**src/rtl/regfile_bypass_sb_if.sv**
```systemverilog
// Decode/writeback bundle for the register file: read ports, write port, issue port
// and the scoreboard outputs.
interface regfile_bypass_sb_if #(
    parameter int DATA_W = 64,
    parameter int ADDR_W = 5,
    parameter int NUM_RD = 2
);
    logic [NUM_RD*ADDR_W-1:0] RA;
    logic [NUM_RD*DATA_W-1:0] BusR;
    logic [NUM_RD-1:0]        PendR;
    logic [ADDR_W-1:0]        RW;
    logic [DATA_W-1:0]        BusW;
    logic                     RegWr;
    logic                     IssueV;
    logic [ADDR_W-1:0]        IssueRd;
    logic [ADDR_W:0]          PendCount;

    modport master (
        output RA, RW, BusW, RegWr, IssueV, IssueRd,
        input  BusR, PendR, PendCount
    );

    modport slave (
        input  RA, RW, BusW, RegWr, IssueV, IssueRd,
        output BusR, PendR, PendCount
    );
endinterface

```
**src/rtl/regfile_bypass_sb.sv**
```systemverilog
// Register file with N combinational read ports, one bypassed write port, a hard-wired
// zero register and a pending-write scoreboard for RAW hazard detection in decode.
module regfile_bypass_sb #(
    parameter int DATA_W   = 64,
    parameter int ADDR_W   = 5,
    parameter int NUM_RD   = 2,
    parameter int ZERO_REG = 2**ADDR_W-1,
    parameter bit BYPASS   = 1'b1
) (
    input  logic               Clk,
    input  logic               Resetl,
    regfile_bypass_sb_if.slave bus
);
    localparam int                DEPTH    = 2**ADDR_W;
    localparam logic [ADDR_W-1:0] ZERO_IDX = ADDR_W'(ZERO_REG);

    logic [DATA_W-1:0] r_regs [DEPTH];
    logic [DEPTH-1:0]  r_pend;
    logic [ADDR_W:0]   r_pend_count;

    logic              w_set;
    logic              w_clear;
    logic              w_inc;
    logic              w_dec;
    logic [DEPTH-1:0]  w_pend_nxt;
    logic [ADDR_W:0]   w_pend_count_nxt;

    assign w_set   = bus.IssueV && (bus.IssueRd != ZERO_IDX);
    assign w_clear = bus.RegWr  && (bus.RW      != ZERO_IDX);

    // Count moves only on real bit transitions; a clear loses to a set on the same index.
    assign w_inc = w_set   && !r_pend[bus.IssueRd];
    assign w_dec = w_clear &&  r_pend[bus.RW] && !(w_set && (bus.IssueRd == bus.RW));

    // NOTE: defaults first, then overrides; every path assigns the output, so no latch.
    always_comb begin
        w_pend_nxt = r_pend;
        if (w_clear) w_pend_nxt[bus.RW]      = 1'b0;
        if (w_set)   w_pend_nxt[bus.IssueRd] = 1'b1;
        w_pend_count_nxt = r_pend_count + {{ADDR_W{1'b0}}, w_inc}
                                        - {{ADDR_W{1'b0}}, w_dec};
    end

    // NOTE: the array is reset because zero-after-reset is architectural state; that
    // keeps it in flops rather than a RAM macro, which has no reset.
    always_ff @(posedge Clk or negedge Resetl) begin
        if (!Resetl) begin
            r_regs <= '{default: '0};
        end else if (w_clear) begin
            r_regs[bus.RW] <= bus.BusW;
        end
    end

    // NOTE: state updates use non-blocking assignments so every flop samples pre-edge values.
    always_ff @(posedge Clk or negedge Resetl) begin
        if (!Resetl) begin
            r_pend       <= '0;
            r_pend_count <= '0;
        end else begin
            r_pend       <= w_pend_nxt;
            r_pend_count <= w_pend_count_nxt;
        end
    end

    assign bus.PendCount = r_pend_count;

    for (genvar g = 0; g < NUM_RD; g++) begin : g_rd
        logic [ADDR_W-1:0] w_ra;
        logic              w_zero;
        logic              w_byp;

        assign w_ra   = bus.RA[g*ADDR_W +: ADDR_W];
        assign w_zero = (w_ra == ZERO_IDX);
        // Bypass is gated by reset so the read buses stay at zero while reset is held.
        assign w_byp  = BYPASS && Resetl && bus.RegWr && (bus.RW == w_ra);

        assign bus.BusR[g*DATA_W +: DATA_W] = w_zero ? '0
                                            : w_byp  ? bus.BusW
                                            : r_regs[w_ra];
        assign bus.PendR[g] = !w_zero && r_pend[w_ra];
    end
endmodule

```
**src/flat_wrapper.sv**
```systemverilog
// flat-port wrapper written by rule: the top's interface ports become plain ports
module regfile_bypass_sb_flat 
#(
    parameter int DATA_W   = 64,
    parameter int ADDR_W   = 5,
    parameter int NUM_RD   = 2,
    parameter int ZERO_REG = 2**ADDR_W-1,
    parameter bit BYPASS   = 1'b1
)
  (Clk, Resetl, bus_RA, bus_RW, bus_BusW, bus_RegWr, bus_IssueV, bus_IssueRd, bus_BusR, bus_PendR, bus_PendCount);
  regfile_bypass_sb_if #(.DATA_W(DATA_W), .ADDR_W(ADDR_W), .NUM_RD(NUM_RD)) bus_i ();
  input  logic Clk;
  input  logic Resetl;
  input wire logic [$bits(bus_i.RA)-1:0] bus_RA;
  input wire logic [$bits(bus_i.RW)-1:0] bus_RW;
  input wire logic [$bits(bus_i.BusW)-1:0] bus_BusW;
  input wire logic [$bits(bus_i.RegWr)-1:0] bus_RegWr;
  input wire logic [$bits(bus_i.IssueV)-1:0] bus_IssueV;
  input wire logic [$bits(bus_i.IssueRd)-1:0] bus_IssueRd;
  output wire logic [$bits(bus_i.BusR)-1:0] bus_BusR;
  output wire logic [$bits(bus_i.PendR)-1:0] bus_PendR;
  output wire logic [$bits(bus_i.PendCount)-1:0] bus_PendCount;
  assign bus_i.RA = bus_RA;
  assign bus_i.RW = bus_RW;
  assign bus_i.BusW = bus_BusW;
  assign bus_i.RegWr = bus_RegWr;
  assign bus_i.IssueV = bus_IssueV;
  assign bus_i.IssueRd = bus_IssueRd;
  assign bus_BusR = bus_i.BusR;
  assign bus_PendR = bus_i.PendR;
  assign bus_PendCount = bus_i.PendCount;
  regfile_bypass_sb #(.DATA_W(DATA_W), .ADDR_W(ADDR_W), .NUM_RD(NUM_RD), .ZERO_REG(ZERO_REG), .BYPASS(BYPASS)) u_core (.Clk(Clk), .Resetl(Resetl), .bus(bus_i));
endmodule
```
**config.mk**
```make
export PLATFORM = sky130hd
export DESIGN_NAME = regfile_bypass_sb_flat
export DESIGN_NICKNAME = d
export VERILOG_FILES = /design/src/rtl/regfile_bypass_sb_if.sv /design/src/rtl/regfile_bypass_sb.sv /design/src/flat_wrapper.sv
export SDC_FILE = /design/constraint.sdc
export NUM_CORES = 2
export LEC_CHECK = 0
export CAP_MARGIN = 25
export CELL_PAD_IN_SITES_DETAIL_PLACEMENT = 1
export CELL_PAD_IN_SITES_GLOBAL_PLACEMENT = 1
export CORE_ASPECT_RATIO = 1.5
export CORE_UTILIZATION = 48
export CTS_CLUSTER_DIAMETER = 150
export CTS_CLUSTER_SIZE = 12
export DETAILED_ROUTE_END_ITERATION = 8
export PLACE_DENSITY_LB_ADDON = 0.25
export SYNTH_ARGS = -nofsm -noshare
export SYNTH_HDL_FRONTEND = slang
export SYNTH_SLANG_ARGS = --single-unit
```
**constraint.sdc**
```tcl
create_clock -name Clk -period 2.6 [get_ports Clk]
set_input_delay 0.52 -clock Clk [delete_from_list [all_inputs] [get_ports Clk]]
set_output_delay 0.52 -clock Clk [all_outputs]
set_load 0.01 [all_outputs]
```
==> implementation parameters <==
Parameter                              Value

Run status
  Outcome ... complete, but fails checks
  Failing checks ... negative setup slack

Timing
  Final max-slew violation count ... 0
  Period minus WS final ... about 3.4 ns
  RSZ-0062 raised after global routing ... yes
  FMAX ... 291 MHz
  Part of the cycle the worst path needs ... 1.32
  Smallest hold slack ... approximately 0.3 ns
  Final setup violating endpoints ... 135
  Clock skew after layout ... 0.00814 ns
  Setup slack after layout ... -0.833 ns
  Headroom to the max-slew limit ... 0.169
  Worst slew pin tran ... 1.25 ns
  Total count of hold-check failures in the final report ... 0

Critical path
  Critical path launch point ... u_core.r_regs[1283]
  FF-to-FF path depth ... 13
  Worst Path Required ... approximately 2.1 ns
  Type of element capturing the critical path ... output port
  End point of the critical path ... bus_BusR[3]
  Category of the worst setup path launch point ... register
  CP arrival ... 2.91 ns
  Minimum setup slack among reg-to-reg paths ... -0.46 ns
  R2r startpoint ... u_core.r_pend[1]
  Setup Crit Path Kind ... reg2out
  Maximum fanout along the worst path ... 3
  Worst R2R End ... u_core.bus.PendCount[4]

Synthesis
  Share of Yosys cell area claimed by the top area cell type ... 0.468
  Top post-synthesis cells by area ... sky130_fd_sc_hd__dfrtp_1 (47%), sky130_fd_sc_hd__mux2_2 (20%), sky130_fd_sc_hd__mux4_2 (17%)
  Sequential cell area fraction in the yosys report ... 0.468
  Average cell area after synthesis ... around 15 µm²
  Fraction of registers with async set/reset ... 1.00
  Predominant post-synthesis flop cell ... sky130_fd_sc_hd__dfrtp_1
  Biggest area consumer among synthesized cells ... sky130_fd_sc_hd__dfrtp_1
  Count of cell types in the netlist ... between 50 and 60
  Synth top cells by count ... sky130_fd_sc_hd__dfrtp_1 (2,086), sky130_fd_sc_hd__mux2_2 (1,963), sky130_fd_sc_hd__mux4_2 (820)
  Cell area after technology mapping ... 112,000 µm²
  Number of warnings issued by yosys ... 0
  Most frequent cell after synthesis ... sky130_fd_sc_hd__dfrtp_1
  Synthesis-stage register bit count ... approximately 2,100
  Net count after synthesis ... 7,741
  Number of synthesized flops with an enable pin ... 0
  Number of instances in the synthesized netlist ... 7,646

GRT
  Antenna violations before repair ... 14
  Total congestion overflow ... 0
  Maximum number of pins on one net before global-route repair ... 190
  Overall Global Routing Usage ... 0.404
  Number of global-route vias before repair ... 93,300
  Global-route wire length before repair ... 685,000 µm

Placement
  Port Buf Inserts ... 223
  DP HPWL ... 310,000 µm
  Dpl cells ... 11,700
  Last weighted congestion value of the routability-driven placer ... 0.915

Floorplan
  Die span in y ... between 500 and 600 µm
  Effective utilization at floorplan ... 0.483
  Standard cell core area ... 231,000 µm²
  Number of standard-cell rows in the floorplan ... 216
  Horizontal die dimension ... just under 400 µm
  Number of primary I/O pins ... 224
  Full die area ... 235,000 µm²

Clocking
  Number of sinks on the clock net ... 2,086
  Skew-Pair Late Insertion Delay ... 0.87 ns
  Root buffer cell ... sky130_fd_sc_hd__clkbuf_16
  Clock-pin slew reported for the worst setup and hold paths after clock tree synthesis ... 0.06 ns
  Max Root-Sink Buffers ... 4
  Clock tree from TritonCTS ... built
  Clock buffer count from CTS ... around 200
  Level count of the clock H-tree ... 4

Drt
  Total routed wirelength ... 481,000 µm
  Count of unresolved DRC violations after routing ... 0
  Post-DRT Antenna Nets ... 0
  DRC violation total after the first TritonRoute iteration ... around 9,000
  Via density per instance ... 7.03
  Count of TritonRoute iterations in the first routing pass ... 5
  Vias ... between 80,000 and 90,000
  Detail-routed net length per standard cell ... 39.4 µm

Finish
  Finished Layout Cells ... about 12,000
  Fraction of layout instances using a drive strength above 1 ... 0.611
  Number of nets in the finished design ... 9,231
  Growth of design area from synthesis to finish ... 28.0%

Power and ir drop
  Leak pwr ... about 0.064 µW
  Pwr Total ... ~100,000 µW
  Worst VDD drop ... 0.522 mV
  Pwr dens ... approximately 690 nW/µm²

Hold path
  Type of the worst min-delay path ... in2async

Job
  Max-cap check violation count ... 0
-- worst max-delay path: stages (launching register included) --
cell	delay (ns)
sky130_fd_sc_hd__dfrtp_1	0.41
sky130_fd_sc_hd__mux4_2	0.50
sky130_fd_sc_hd__a22o_1	0.25
sky130_fd_sc_hd__a221oi_2	0.27
sky130_fd_sc_hd__a21oi_1	0.15
sky130_fd_sc_hd__a22o_1	0.30
sky130_fd_sc_hd__buf_2	0.17
-- power by group --
part	switching, µW	internal (µW)	leakage (µW)
clock	12900	13600	0.00249
sequential	5220	38700	0.0267
combinational	12200	16300	0.0346
total	30300	68600	0.0638
-- cell families after synthesis --
| kind of cell | count (synthesis) | synth area share |
|---|---|---|
| compound gates | 968 | 0.0630 |
| xor+xnor | 20 | 0.00157 |
| fa+ha+maj | 7 | 0.000852 |
| buf+inv | 913 | 0.0379 |
| flops | 2086 | 0.468 |
| mux | 3375 | 0.417 |
| simple gates | 277 | 0.0122 |
-- worst min path at each step --
stage                       from                      end
2_1_floorplan             Resetl  u_core.bus.PendCount[0]
3_3_place_gp   u_core.r_regs[10]        u_core.r_regs[10]
3_5_place_dp   u_core.r_regs[54]        u_core.r_regs[54]
4_1_cts                   Resetl       u_core.r_regs[292]
5_1_grt                   Resetl      u_core.r_regs[1210]
6_report                  Resetl      u_core.r_regs[1274]
-- state kept, by name, indices dropped and copies added, names as in the netlist --
name,count
u_core.r_regs,2048
u_core.bus.PendCount,6
u_core.r_pend,32
-- cell usage in the layout (no fill, tap or decap), drive strengths merged, types with 16 or more instances in the layout --
cell	Yosys	final
a211oi	144	144
a21oi	126	126
a221oi	41	41
a22o	172	172
a22oi	81	81
a32o	29	29
buf	409	2082
clkbuf	493	215
clkdlybuf4s50	0	76
dfrtp	2086	2086
mux2	1985	1985
mux2i	570	570
mux4	820	820
nand2	83	83
nand3	18	18
nor2	89	89
nor2b	16	16
nor3	22	22
o21ai	100	100
o221ai	80	80
o22ai	134	134
-- per-layer routing --
metal,GRT usage,vias up,part of all wire
met5,0,-,0.00028
met4,0.284,18,0.082
met3,0.0982,1850,0.090
met2,0.633,5170,0.47
met1,0.491,46100,0.36
li1,-,32600,-
-- area by class of cell --
class / count / area, µm²
Timing Repair Buffer: 2190 / 23600
Multi-Input combinational cell: 4648 / 58200
Clock inverter: 2 / 17.5
Tap cell: 3052 / 3820
Fill cell: 20800 / 88200
Antenna cell: 4 / 10.0
Inverter: 11 / 42.5
Clock buffer: 202 / 5040
Sequential cell: 2086 / 52200
-- what timing repair did --
action                      CTS  global route
cloned                       17             9
hold endpoints to repair     11             0
setup endpoints to repair   135           135
pin swaps                   333           134
hold buffers                  1             0
setup buffers               225            85
gates resized for setup    1149           210
-- per-stage QoR --
step | utilization | TNS (ns) | setup WS (ns) | instance area (µm²)
detailed placement | 0.570 | -1092.59 | -1.68 | 132000
CTS | 0.610 | -80.26 | -0.785 | 141000
floorplan | - | -2.35 | -0.407 | 112000
global route | 0.618 | -85.44 | -0.882 | 143000
finish | 0.618 | -80.70 | -0.833 | 143000
global placement | 0.570 | -1022.94 | -1.67 | 132000
No activity file was read; power rests on OpenSTA's default activity.
